`config.mk`:
```
export PLATFORM = sky130hd
export DESIGN_NAME = sw_ctrl
export DESIGN_NICKNAME = d
export VERILOG_FILES = /design/src/rtl/sw_ctrl_pkg.sv /design/src/rtl/btn_debounce.sv /design/src/rtl/sw_ctrl.sv
export SDC_FILE = /design/constraint.sdc
export NUM_CORES = 1
export LEC_CHECK = 0
export CAP_MARGIN = 20
export CORE_MARGIN = 2
export CORE_UTILIZATION = 56
export DETAILED_ROUTE_END_ITERATION = 10
export GPL_ROUTABILITY_DRIVEN = 0
export HOLD_SLACK_MARGIN = 0.03
export PLACE_DENSITY = 0.73
export SLEW_MARGIN = 15
export SYNTH_ARGS = -nofsm -noshare
export SYNTH_HDL_FRONTEND = slang
export SYNTH_SLANG_ARGS = --single-unit
```
`constraint.sdc`:
```
create_clock -name clk -period 3.5 [get_ports clk]
set_input_delay 0.7 -clock clk [delete_from_list [all_inputs] [get_ports clk]]
set_output_delay 0.7 -clock clk [all_outputs]
set_load 0.01 [all_outputs]
```
`src/rtl/sw_ctrl_pkg.sv`:
```
// Shared definitions for the stopwatch controller: FSM state encoding and
// the helper that tells whether a state keeps the clock running.
package sw_ctrl_pkg;

   typedef enum logic [1:0] {
      ST_IDLE  = 2'd0,
      ST_RUN   = 2'd1,
      ST_PAUSE = 2'd2,
      ST_LAP   = 2'd3
   } state_t;

   function automatic logic is_running(input state_t s);
      return (s == ST_RUN) || (s == ST_LAP);
   endfunction

endpackage

```
`src/rtl/btn_debounce.sv`:
```
// One raw button: 2-flop synchronizer, stability-window debouncer and a
// registered one-cycle pulse on each debounced rising edge.
module btn_debounce #(
   parameter int DB_CYCLES = 1_000_000
) (
   input  logic clk,
   input  logic rst,
   input  logic i_btn,
   output logic o_press
);

   localparam int                CW      = $clog2(DB_CYCLES);
   localparam logic [CW-1:0]     CNT_MAX = CW'(DB_CYCLES - 1);

   logic          r_sync1;
   logic          r_sync2;
   logic          r_level;
   logic [CW-1:0] r_cnt;
   logic          r_press;

   // The counter runs only while the synchronized input disagrees with the
   // debounced level; any agreement restarts the window.
   always_ff @(posedge clk or posedge rst) begin
      if (rst) begin
         r_sync1 <= 1'b0;
         r_sync2 <= 1'b0;
         r_level <= 1'b0;
         r_cnt   <= '0;
         r_press <= 1'b0;
      end else begin
         r_sync1 <= i_btn;
         r_sync2 <= r_sync1;
         r_press <= 1'b0;
         if (r_sync2 == r_level) begin
            r_cnt <= '0;
         end else if (r_cnt == CNT_MAX) begin
            r_cnt   <= '0;
            r_level <= r_sync2;
            r_press <= r_sync2;
         end else begin
            r_cnt <= r_cnt + 1'b1;
         end
      end
   end

   assign o_press = r_press;

endmodule

```
`src/rtl/sw_ctrl.sv`:
```
// Stopwatch control: debounced buttons drive an IDLE/RUN/PAUSE/LAP FSM and a
// prescaler that emits count ticks while running.
module sw_ctrl
   import sw_ctrl_pkg::*;
#(
   parameter int CLK_HZ    = 100_000_000,
   parameter int TICK_HZ   = 1,
   parameter int DB_CYCLES = 1_000_000
) (
   input  logic       clk,
   input  logic       rst,
   input  logic       btn_ss,
   input  logic       btn_lap,
   input  logic       btn_clr,
   output logic       run,
   output logic       tick,
   output logic       clr,
   output logic       lap_capture,
   output logic       hold,
   output logic [1:0] state
);

   localparam int            DIV     = CLK_HZ / TICK_HZ;
   localparam int            PW      = $clog2(DIV);
   localparam logic [PW-1:0] PRE_MAX = PW'(DIV - 1);

   logic w_ss_press, w_lap_press, w_clr_press;
   logic w_ss_ev, w_lap_ev, w_clr_ev;
   logic w_pre_wrap, w_run_next, w_cnt_en;
   logic w_clr_next, w_cap_next, w_pend_next;
   state_t w_next;

   state_t        r_state;
   logic          r_run, r_tick, r_clr, r_cap, r_hold, r_lap_pend;
   logic [PW-1:0] r_presc;

   btn_debounce #(.DB_CYCLES(DB_CYCLES)) u_db_ss (
      .clk(clk), .rst(rst), .i_btn(btn_ss), .o_press(w_ss_press)
   );
   btn_debounce #(.DB_CYCLES(DB_CYCLES)) u_db_lap (
      .clk(clk), .rst(rst), .i_btn(btn_lap), .o_press(w_lap_press)
   );
   btn_debounce #(.DB_CYCLES(DB_CYCLES)) u_db_clr (
      .clk(clk), .rst(rst), .i_btn(btn_clr), .o_press(w_clr_press)
   );

   // Priority clr > ss > lap; a lap deferred by one cycle competes as a lap.
   assign w_clr_ev   = w_clr_press;
   assign w_ss_ev    = w_ss_press & ~w_clr_press;
   assign w_lap_ev   = (w_lap_press | r_lap_pend) & ~w_ss_press & ~w_clr_press;
   assign w_pre_wrap = (r_presc == PRE_MAX);

   always_comb begin
      w_next      = r_state;
      w_clr_next  = 1'b0;
      w_cap_next  = 1'b0;
      w_pend_next = 1'b0;
      case (r_state)
         ST_IDLE: begin
            if (w_clr_ev)     w_clr_next = 1'b1;
            else if (w_ss_ev) w_next     = ST_RUN;
         end
         ST_RUN: begin
            if (w_ss_ev) begin
               w_next = ST_PAUSE;
            end else if (w_lap_ev) begin
               // A capture landing on a tick would coincide with it; take it one cycle later.
               if (w_pre_wrap) begin
                  w_pend_next = 1'b1;
               end else begin
                  w_next     = ST_LAP;
                  w_cap_next = 1'b1;
               end
            end
         end
         ST_LAP: begin
            if (w_ss_ev)       w_next = ST_PAUSE;
            else if (w_lap_ev) w_next = ST_RUN;
         end
         ST_PAUSE: begin
            if (w_clr_ev) begin
               w_next     = ST_IDLE;
               w_clr_next = 1'b1;
            end else if (w_ss_ev) begin
               w_next = ST_RUN;
            end
         end
         default: w_next = ST_IDLE;
      endcase
   end

   // Counting only while running before and after the edge freezes the
   // prescaler on pause and delays the first count on entry by one cycle.
   assign w_run_next = is_running(w_next);
   assign w_cnt_en   = r_run & w_run_next;

   always_ff @(posedge clk or posedge rst) begin
      if (rst) begin
         r_state    <= ST_IDLE;
         r_run      <= 1'b0;
         r_tick     <= 1'b0;
         r_clr      <= 1'b0;
         r_cap      <= 1'b0;
         r_hold     <= 1'b0;
         r_lap_pend <= 1'b0;
         r_presc    <= '0;
      end else begin
         r_state    <= w_next;
         r_run      <= w_run_next;
         r_hold     <= (w_next == ST_LAP);
         r_clr      <= w_clr_next;
         r_cap      <= w_cap_next;
         r_lap_pend <= w_pend_next;
         r_tick     <= 1'b0;
         if (w_clr_next) begin
            r_presc <= '0;
         end else if (w_cnt_en) begin
            if (w_pre_wrap) begin
               r_presc <= '0;
               r_tick  <= 1'b1;
            end else begin
               r_presc <= r_presc + 1'b1;
            end
         end
      end
   end

   assign run         = r_run;
   assign tick        = r_tick;
   assign clr         = r_clr;
   assign lap_capture = r_cap;
   assign hold        = r_hold;
   assign state       = r_state;

endmodule
```
==> results of run 1 <==
Yosys cell counts (4+ instances only):
cell,number
sky130_fd_sc_hd__a21oi_1,13
sky130_fd_sc_hd__a22o_1,4
sky130_fd_sc_hd__a31oi_1,15
sky130_fd_sc_hd__a41oi_1,7
sky130_fd_sc_hd__and3_1,12
sky130_fd_sc_hd__and4_1,9
sky130_fd_sc_hd__buf_2,11
sky130_fd_sc_hd__buf_4,7
sky130_fd_sc_hd__clkbuf_1,5
sky130_fd_sc_hd__dfrtp_1,106
sky130_fd_sc_hd__ha_1,4
sky130_fd_sc_hd__inv_1,17
sky130_fd_sc_hd__mux2_2,4
sky130_fd_sc_hd__nand2_1,36
sky130_fd_sc_hd__nand2b_1,7
sky130_fd_sc_hd__nand3_1,35
sky130_fd_sc_hd__nand3b_1,4
sky130_fd_sc_hd__nand4_1,27
sky130_fd_sc_hd__nor2_1,80
sky130_fd_sc_hd__nor3_1,11
sky130_fd_sc_hd__nor4_1,5
sky130_fd_sc_hd__nor4b_1,4
sky130_fd_sc_hd__o21ai_0,8
sky130_fd_sc_hd__xnor2_1,25
sky130_fd_sc_hd__xor2_1,33
power breakdown:
group / total, mW / switching [mW] / internal [mW]
clock network: 0.840 / 0.431 / 0.409
logic: 0.0599 / 0.0425 / 0.0174
registers: 1.25 / 0.0103 / 1.24
total: 2.15 / 0.484 / 1.66
sequential cells by signal, summed over array words and instances (netlist names), 20 cells and up:
signal and count:
r_presc 27, u_db_clr.r_cnt 20, u_db_lap.r_cnt 20, u_db_ss.r_cnt 20
metrics by stage:
stage	util, %	total power, mW
2_1_floorplan	-	1.31
3_3_place_gp	58.5	1.33
3_5_place_dp	58.5	1.33
4_1_cts	60.9	2.17
5_1_grt	61.3	2.23
6_report	61.3	2.15
cells by family (layout without fill, tap and decap cells):
group	Yosys count	count (layout)	share of synthesized area [%]
adders and majority gates	4	4	0.959
and+or+nand+nor	253	253	25.9
muxes	7	7	1.44
AOI/OAI and AO/OA	56	56	7.19
xor gates and xnor gates	58	58	9.74
DFF	106	106	50.8
buffers and inverters	42	48	3.96
cell type report:
type                            count  area share [%]
Clock buffer                        9            2.21
Sequential cell                   106            47.3
Inverter                           17            1.18
Timing Repair Buffer               15            3.03
Tap cell                          111            2.48
Multi-Input combinational cell    378            42.0
Clock inverter                      7            1.78
metal layers:
| metal | GRT usage [%] | share of wire, % |
|---|---|---|
| met3 | 5.69 | 3.9 |
| met1 | 28.2 | 47 |
| met4 | 3.69 | 0.63 |
| met2 | 33.1 | 48 |
| met5 | 0 | 0 |
cells in the final DEF, fill, tap and decap left out, types with 4 or more instances in the layout:
cell / count
sky130_fd_sc_hd__and4_1: 9
sky130_fd_sc_hd__a21oi_1: 13
sky130_fd_sc_hd__nor3_1: 11
sky130_fd_sc_hd__nor4_1: 5
sky130_fd_sc_hd__nand4_1: 27
sky130_fd_sc_hd__nand2b_1: 7
sky130_fd_sc_hd__inv_1: 16
sky130_fd_sc_hd__o21ai_0: 8
sky130_fd_sc_hd__nor2_1: 80
sky130_fd_sc_hd__ha_1: 4
sky130_fd_sc_hd__xor2_1: 33
sky130_fd_sc_hd__nand3b_1: 4
sky130_fd_sc_hd__a41oi_1: 7
sky130_fd_sc_hd__xnor2_1: 25
sky130_fd_sc_hd__mux2_2: 4
sky130_fd_sc_hd__clkdlybuf4s50_1: 11
sky130_fd_sc_hd__nand2_1: 36
sky130_fd_sc_hd__clkbuf_8: 9
sky130_fd_sc_hd__a22o_1: 4
sky130_fd_sc_hd__dfrtp_1: 106
sky130_fd_sc_hd__and3_1: 12
sky130_fd_sc_hd__nand3_1: 35
sky130_fd_sc_hd__a31oi_1: 15
sky130_fd_sc_hd__nor4b_1: 4
worst max-delay path by stage:
stage	end	slack [ps]	depth (start not counted)
global route	r_presc[23]	990	7
finish	r_presc[23]	1180	7
global placement	r_presc[7]	1190	6
floorplan	clr	10	1
detailed placement	r_presc[25]	1090	6
CTS	r_presc[7]	1060	6
==> impl_summary.txt, run 1 <==
----------------------------------------------------
[Status]
  Outcome ... finished clean

[STA]
  Final hold violation count ... 0
  F_max ... 431 MHz
  Smallest setup slack after layout ... 1180 ps
  Setup skew after layout ... 10.8 ps
  Max-Slew Margin vs Limit ... 30.5%
  Total negative slack for setup checks ... 0 ps
  Portion of the clock cycle consumed by the worst path in the final layout ... 66.2%
  Number of max-slew violations in the final report ... 0
  RSZ-0062 raised after global routing ... no
  Final setup violation count ... 0
  Final critical-path required period ... 2320 ps
  Transition time at the pin with the least slew margin ... 1040 ps
  Worst slack on hold paths ... 358 ps

[Global routing]
  Wire length of the first global-routing pass ... 16,700 µm
  Initial antenna violation count ... 0
  Largest net degree at the start of global routing ... 62
  Via count of the first global-routing pass ... 3,603
  GRT Overall Usage ... 20.5%
  Overall overflow remaining after global route ... 0

[Detailed routing]
  First-pass iteration count of the detailed router ... 4
  Overall routed net length ... 9370 µm
  Per-cell via count in the routed design ... 5.84
  Via count ... 3,758
  Number of design rule violations left after detail routing ... 0
  Average routed wire per standard cell ... 14.6 µm
  DRT antenna net count ... 0
  Drt initial violations ... 215

[Placed design]
  Final HPWL DP ... 6120 µm
  Count of buffers from port buffering ... 11
  Placed Cells incl. Taps ... 625
  Worst Setup Slack post-DPL ... 1090 ps
  Cell Area, Placed ... 5350 µm²

[Setup path]
  Worst path max stage delay ... 430 ps
  CP Buf/Inv Count ... 1
  Worst Path Arrival ... 2570 ps
  Top cell family by delay on the critical path ... compound AO/OA/AOI/OAI gates
  Critical Path Source ... r_presc[0]
  Worst r2r dst ... r_presc[23]
  Required time at the worst-slack endpoint ... 3750 ps
  Startpoint kind of the worst setup timing path ... register
  Peak fanout along the critical path ... 29
  Element type at the critical path end ... register
  Worst R2R Start ... r_presc[0]
  Worst-case reg-to-reg path depth ... 7
  CP max-delay cell ... sky130_fd_sc_hd__dfrtp_1
  Reg2Reg Setup Slack ... 1180 ps
  Crit Path Class ... register to register
  Critical path cell sequence ... ha_1, nand4_4, nor2_1, a31oi_4, buf_16, a21o_1, a22o_1

[Clock tree]
  Post-CTS sizing ... 0
  Clock transition at the registers of the reported paths ... 100 ps
  CTS Root Buffer Type ... sky130_fd_sc_hd__clkbuf_8
  Total CTS buffers ... 9
  Number of setup buffers added after CTS ... 0
  Count of hold buffers inserted by post-cts repair ... 0
  Insertion delay of the later-clocked pin in the worst-skew pair ... 360 ps
  Maximum level of the CTS H-tree ... 3
  Num Clock Sinks ... 106
  TritonCTS clock tree ... yes
  Clock tree buffer depth ... 2

[Floorplan]
  Total I/O pin count ... 12
  Row count ... 35
  Die outline area ... 10,100 µm²
  Initial core utilization ... 57.0%
  Die width ... 101 µm
  Vertical extent of the die ... 101 µm
  Core region area ... 9150 µm²

[Yosys]
  Synthesized instance count ... 526
  Average cell area after synthesis ... 9.92 µm²
  Post-synth top flop ... sky130_fd_sc_hd__dfrtp_1
  Post-synth EDFFs ... 0
  Top area cells in the synthesized netlist ... sky130_fd_sc_hd__dfrtp_1 (51%), sky130_fd_sc_hd__nor2_1 (5.8%), sky130_fd_sc_hd__xor2_1 (5.5%), sky130_fd_sc_hd__xnor2_1 (4.2%), sky130_fd_sc_hd__nand3_1 (3.4%)
  Post-synthesis instance area ... 5220 µm²
  Unique cell type count in the Yosys netlist ... 46
  Number of warnings printed during yosys synthesis ... 0
  Syn Nets ... 535
  Post-synthesis register bit count ... 106
  Synth area leader ... sky130_fd_sc_hd__dfrtp_1
  Top-area cell type share of the netlist area ... 50.8%
  Asr flop ratio synth ... 100%
  Proportion of synthesized chip area in sequential cells ... 50.8%

[Layout]
  Post-route insts no fill ... 643
  Area Growth Syn to Fin ... 7.53%
  Post-route cell area ... 5610 µm²
  Area of combinational cells with multiple inputs ... 2360 µm²
  Ant diodes ... 0
  Count of nets after finishing ... 536
  Count of fill cells added during filler insertion ... 755
  Layout cell share with drive strength beyond 1 ... 6.77%
  Register area ... 2650 µm²

[Power]
  Worst ir drop on vdd ... 0.303 mV
  Leak pwr ... 2.36 nW
  Power Dens Cells ... 383 nW/µm²

[Worst hold path]
  Worst min path class ... register to register
  Launch point of the worst hold path ... u_db_ss.r_sync1
  Hold path cells ... 0
  End of the worst hold path ... u_db_ss.r_sync2

[Flow run]
  Max capacitance violation total ... 0

----------------------------------------------------
Power figures use the tool's default switching activity.
==> run 2: changes to the inputs <==
CORE_UTILIZATION = 59   (was 56)
clock period = 2.16 ns   (was 3.5 ns; I/O delays follow)
==> run 2 against run 1 <==
Effect of this change:
- worst hold slack hardly changed
- via count is 2.2% higher
- highest routed layer unchanged
- clock skew is 1.3 ps lower
- final cell count is 2.6% higher
- count of clock-buffer cells in the layout is 2 higher
- sequential share of layout area is 0.96 points lower
- sequential power is 62% higher
==> impl_summary.txt, run 2 (same netlist as run 1, synthesis figures left out) <==
----------------------------------------------------
[Detailed routing]
  Overall routed net length ... 9500 µm
  DRT antenna net count ... 0
  Via count ... 3,841
  Per-cell via count in the routed design ... 5.82
  Number of design rule violations left after detail routing ... 0
  Drt initial violations ... 128
  Average routed wire per standard cell ... 14.4 µm
  First-pass iteration count of the detailed router ... 4

[Setup path]
  Required time at the worst-slack endpoint ... 2450 ps
  CP max-delay cell ... sky130_fd_sc_hd__dfrtp_1
  CP Buf/Inv Count ... 0
  Top cell family by delay on the critical path ... simple AND/OR/NAND/NOR gates
  Peak fanout along the critical path ... 6
  Startpoint kind of the worst setup timing path ... register
  Crit Path Class ... register to register
  Worst Path Arrival ... 2280 ps
  Element type at the critical path end ... register
  Critical path cell sequence ... ha_1, nand4_4, or3_1, nor4_2, a41oi_1, a31oi_1
  Worst path max stage delay ... 420 ps

[Power]
  Worst ir drop on vdd ... 0.498 mV
  Total power after layout ... 3.29 mW
  Leak pwr ... 2.45 nW
  Power Dens Cells ... 575 nW/µm²

[Clock tree]
  CTS Root Buffer Type ... sky130_fd_sc_hd__clkbuf_8
  Clock tree buffer depth ... 2
  Num Clock Sinks ... 106
  TritonCTS clock tree ... yes
  Count of hold buffers inserted by post-cts repair ... 0
  Insertion delay of the later-clocked pin in the worst-skew pair ... 360 ps
  Total CTS buffers ... 9
  Maximum level of the CTS H-tree ... 3
  Clock transition at the registers of the reported paths ... 100 ps

[Floorplan]
  Vertical extent of the die ... 98.0 µm
  Row count ... 34
  Total I/O pin count ... 12
  Initial core utilization ... 60.4%
  Core region area ... 8640 µm²
  Die width ... 98.0 µm
  Die outline area ... 9610 µm²

[Layout]
  Highest-count cells in the layout ignoring fill and taps ... sky130_fd_sc_hd__dfrtp_1 (106), sky130_fd_sc_hd__nor2_1 (79), sky130_fd_sc_hd__nand2_1 (36)
  Area of combinational cells with multiple inputs ... 2360 µm²
  Top register by number of flip-flops ... r_presc
  Count of nets after finishing ... 556
  Layout cell share with drive strength beyond 1 ... 10.3%
  Register area ... 2650 µm²
  Count of fill cells added during filler insertion ... 686
  Area Growth Syn to Fin ... 9.76%
  Flip-flop count of the largest register after layout ... 27
  Commonest non-fill, non-tap cell in the layout ... sky130_fd_sc_hd__dfrtp_1
  Ant diodes ... 0

[STA]
  Final critical-path required period ... 2000 ps
  Max-Slew Margin vs Limit ... 56.7%
  Setup skew after layout ... 9.52 ps
  Number of max-slew violations in the final report ... 0
  Final setup violation count ... 0
  Transition time at the pin with the least slew margin ... 644 ps
  RSZ-0062 raised after global routing ... no
  Final hold violation count ... 0
  Total negative slack for setup checks ... 0 ps
  Portion of the clock cycle consumed by the worst path in the final layout ... 92.5%
  F_max ... 501 MHz

[Worst hold path]
  Worst min path class ... register to register

[Placed design]
  Count of buffers from port buffering ... 11
  Final HPWL DP ... 6620 µm

[Global routing]
  Initial antenna violation count ... 0
  Wire length of the first global-routing pass ... 16,800 µm
  GRT Overall Usage ... 21.0%
  Largest net degree at the start of global routing ... 42
  Overall overflow remaining after global route ... 0
  Via count of the first global-routing pass ... 3,738

[Status]
  Outcome ... finished clean

[Flow run]
  Max capacitance violation total ... 0

----------------------------------------------------
## run 2: cell count changes in the layout (fill, tap and decap cells not counted)
cell,previous run,this run
sky130_fd_sc_hd__buf_4,1,22
sky130_fd_sc_hd__clkbuf_8,9,11
sky130_fd_sc_hd__clkinv_4,0,1
sky130_fd_sc_hd__buf_12,1,2
sky130_fd_sc_hd__buf_16,1,0
sky130_fd_sc_hd__clkinv_2,1,0
sky130_fd_sc_hd__nor2_1,80,79
sky130_fd_sc_hd__clkbuf_2,1,0
sky130_fd_sc_hd__bufinv_16,2,0
sky130_fd_sc_hd__inv_4,1,0
sky130_fd_sc_hd__nor2_2,0,1
sky130_fd_sc_hd__clkinvlp_4,2,3
## run 2: where the power goes
part	switching (mW)	leakage, nW	internal [mW]
clock network	0.673	0.0941	0.497
registers	0.0162	1.46	2.00
logic	0.0701	0.892	0.0351
## run 2: metrics by stage
step / instances / hold slack [ps] / util, % / worst slack, ps / cell area [µm²]
floorplan: 526 / 331 / - / 304 / 5220
global placement: 642 / 335 / 63.9 / 199 / 5510
detailed placement: 642 / 337 / 63.9 / 162 / 5510
CTS: 658 / 363 / 66.1 / 142 / 5710
global route: 660 / 380 / 66.3 / 5.28 / 5730
finish: 660 / 358 / 66.3 / 163 / 5730
## run 2: timing repair
item | 4_1_cts | 5_1_grt
setup buffers | 0 | 2
gates resized for setup | 0 | 1
hold endpoints to repair | 0 | 0
endpoints found under the setup margin | 0 | 1
## run 2: layout make-up
cell class	count	share of cell area (%)
inverter	17	1.18
sequential	106	46.3
tap	108	2.36
timing repair buffer	35	5.51
clock buffer	11	2.64
multi-input combinational	378	41.2
clock inverter	5	0.765
## run 2: worst paths after layout
kind	start	end	cells after the start	slack, ps
max in group asynchronous	rst	u_db_ss.r_cnt[1]	3	1240
min reg2reg	u_db_lap.r_sync1	u_db_lap.r_sync2	0	360
max	r_presc[1]	r_presc[26]	6	160
min in group asynchronous	rst	u_db_clr.r_cnt[4]	2	390
min	u_db_lap.r_sync1	u_db_lap.r_sync2	0	360
max reg2reg	r_presc[1]	r_presc[26]	6	160
## run 2: layer usage
metal | part of all wire, % | track usage [%] | vias up
li1 | - | - | 1888
met1 | 47 | 28.9 | 1872
met2 | 49 | 33.9 | 71
met3 | 3.4 | 4.44 | 10
met4 | 1.0 | 6.41 | 0
met5 | 0 | 0 | -
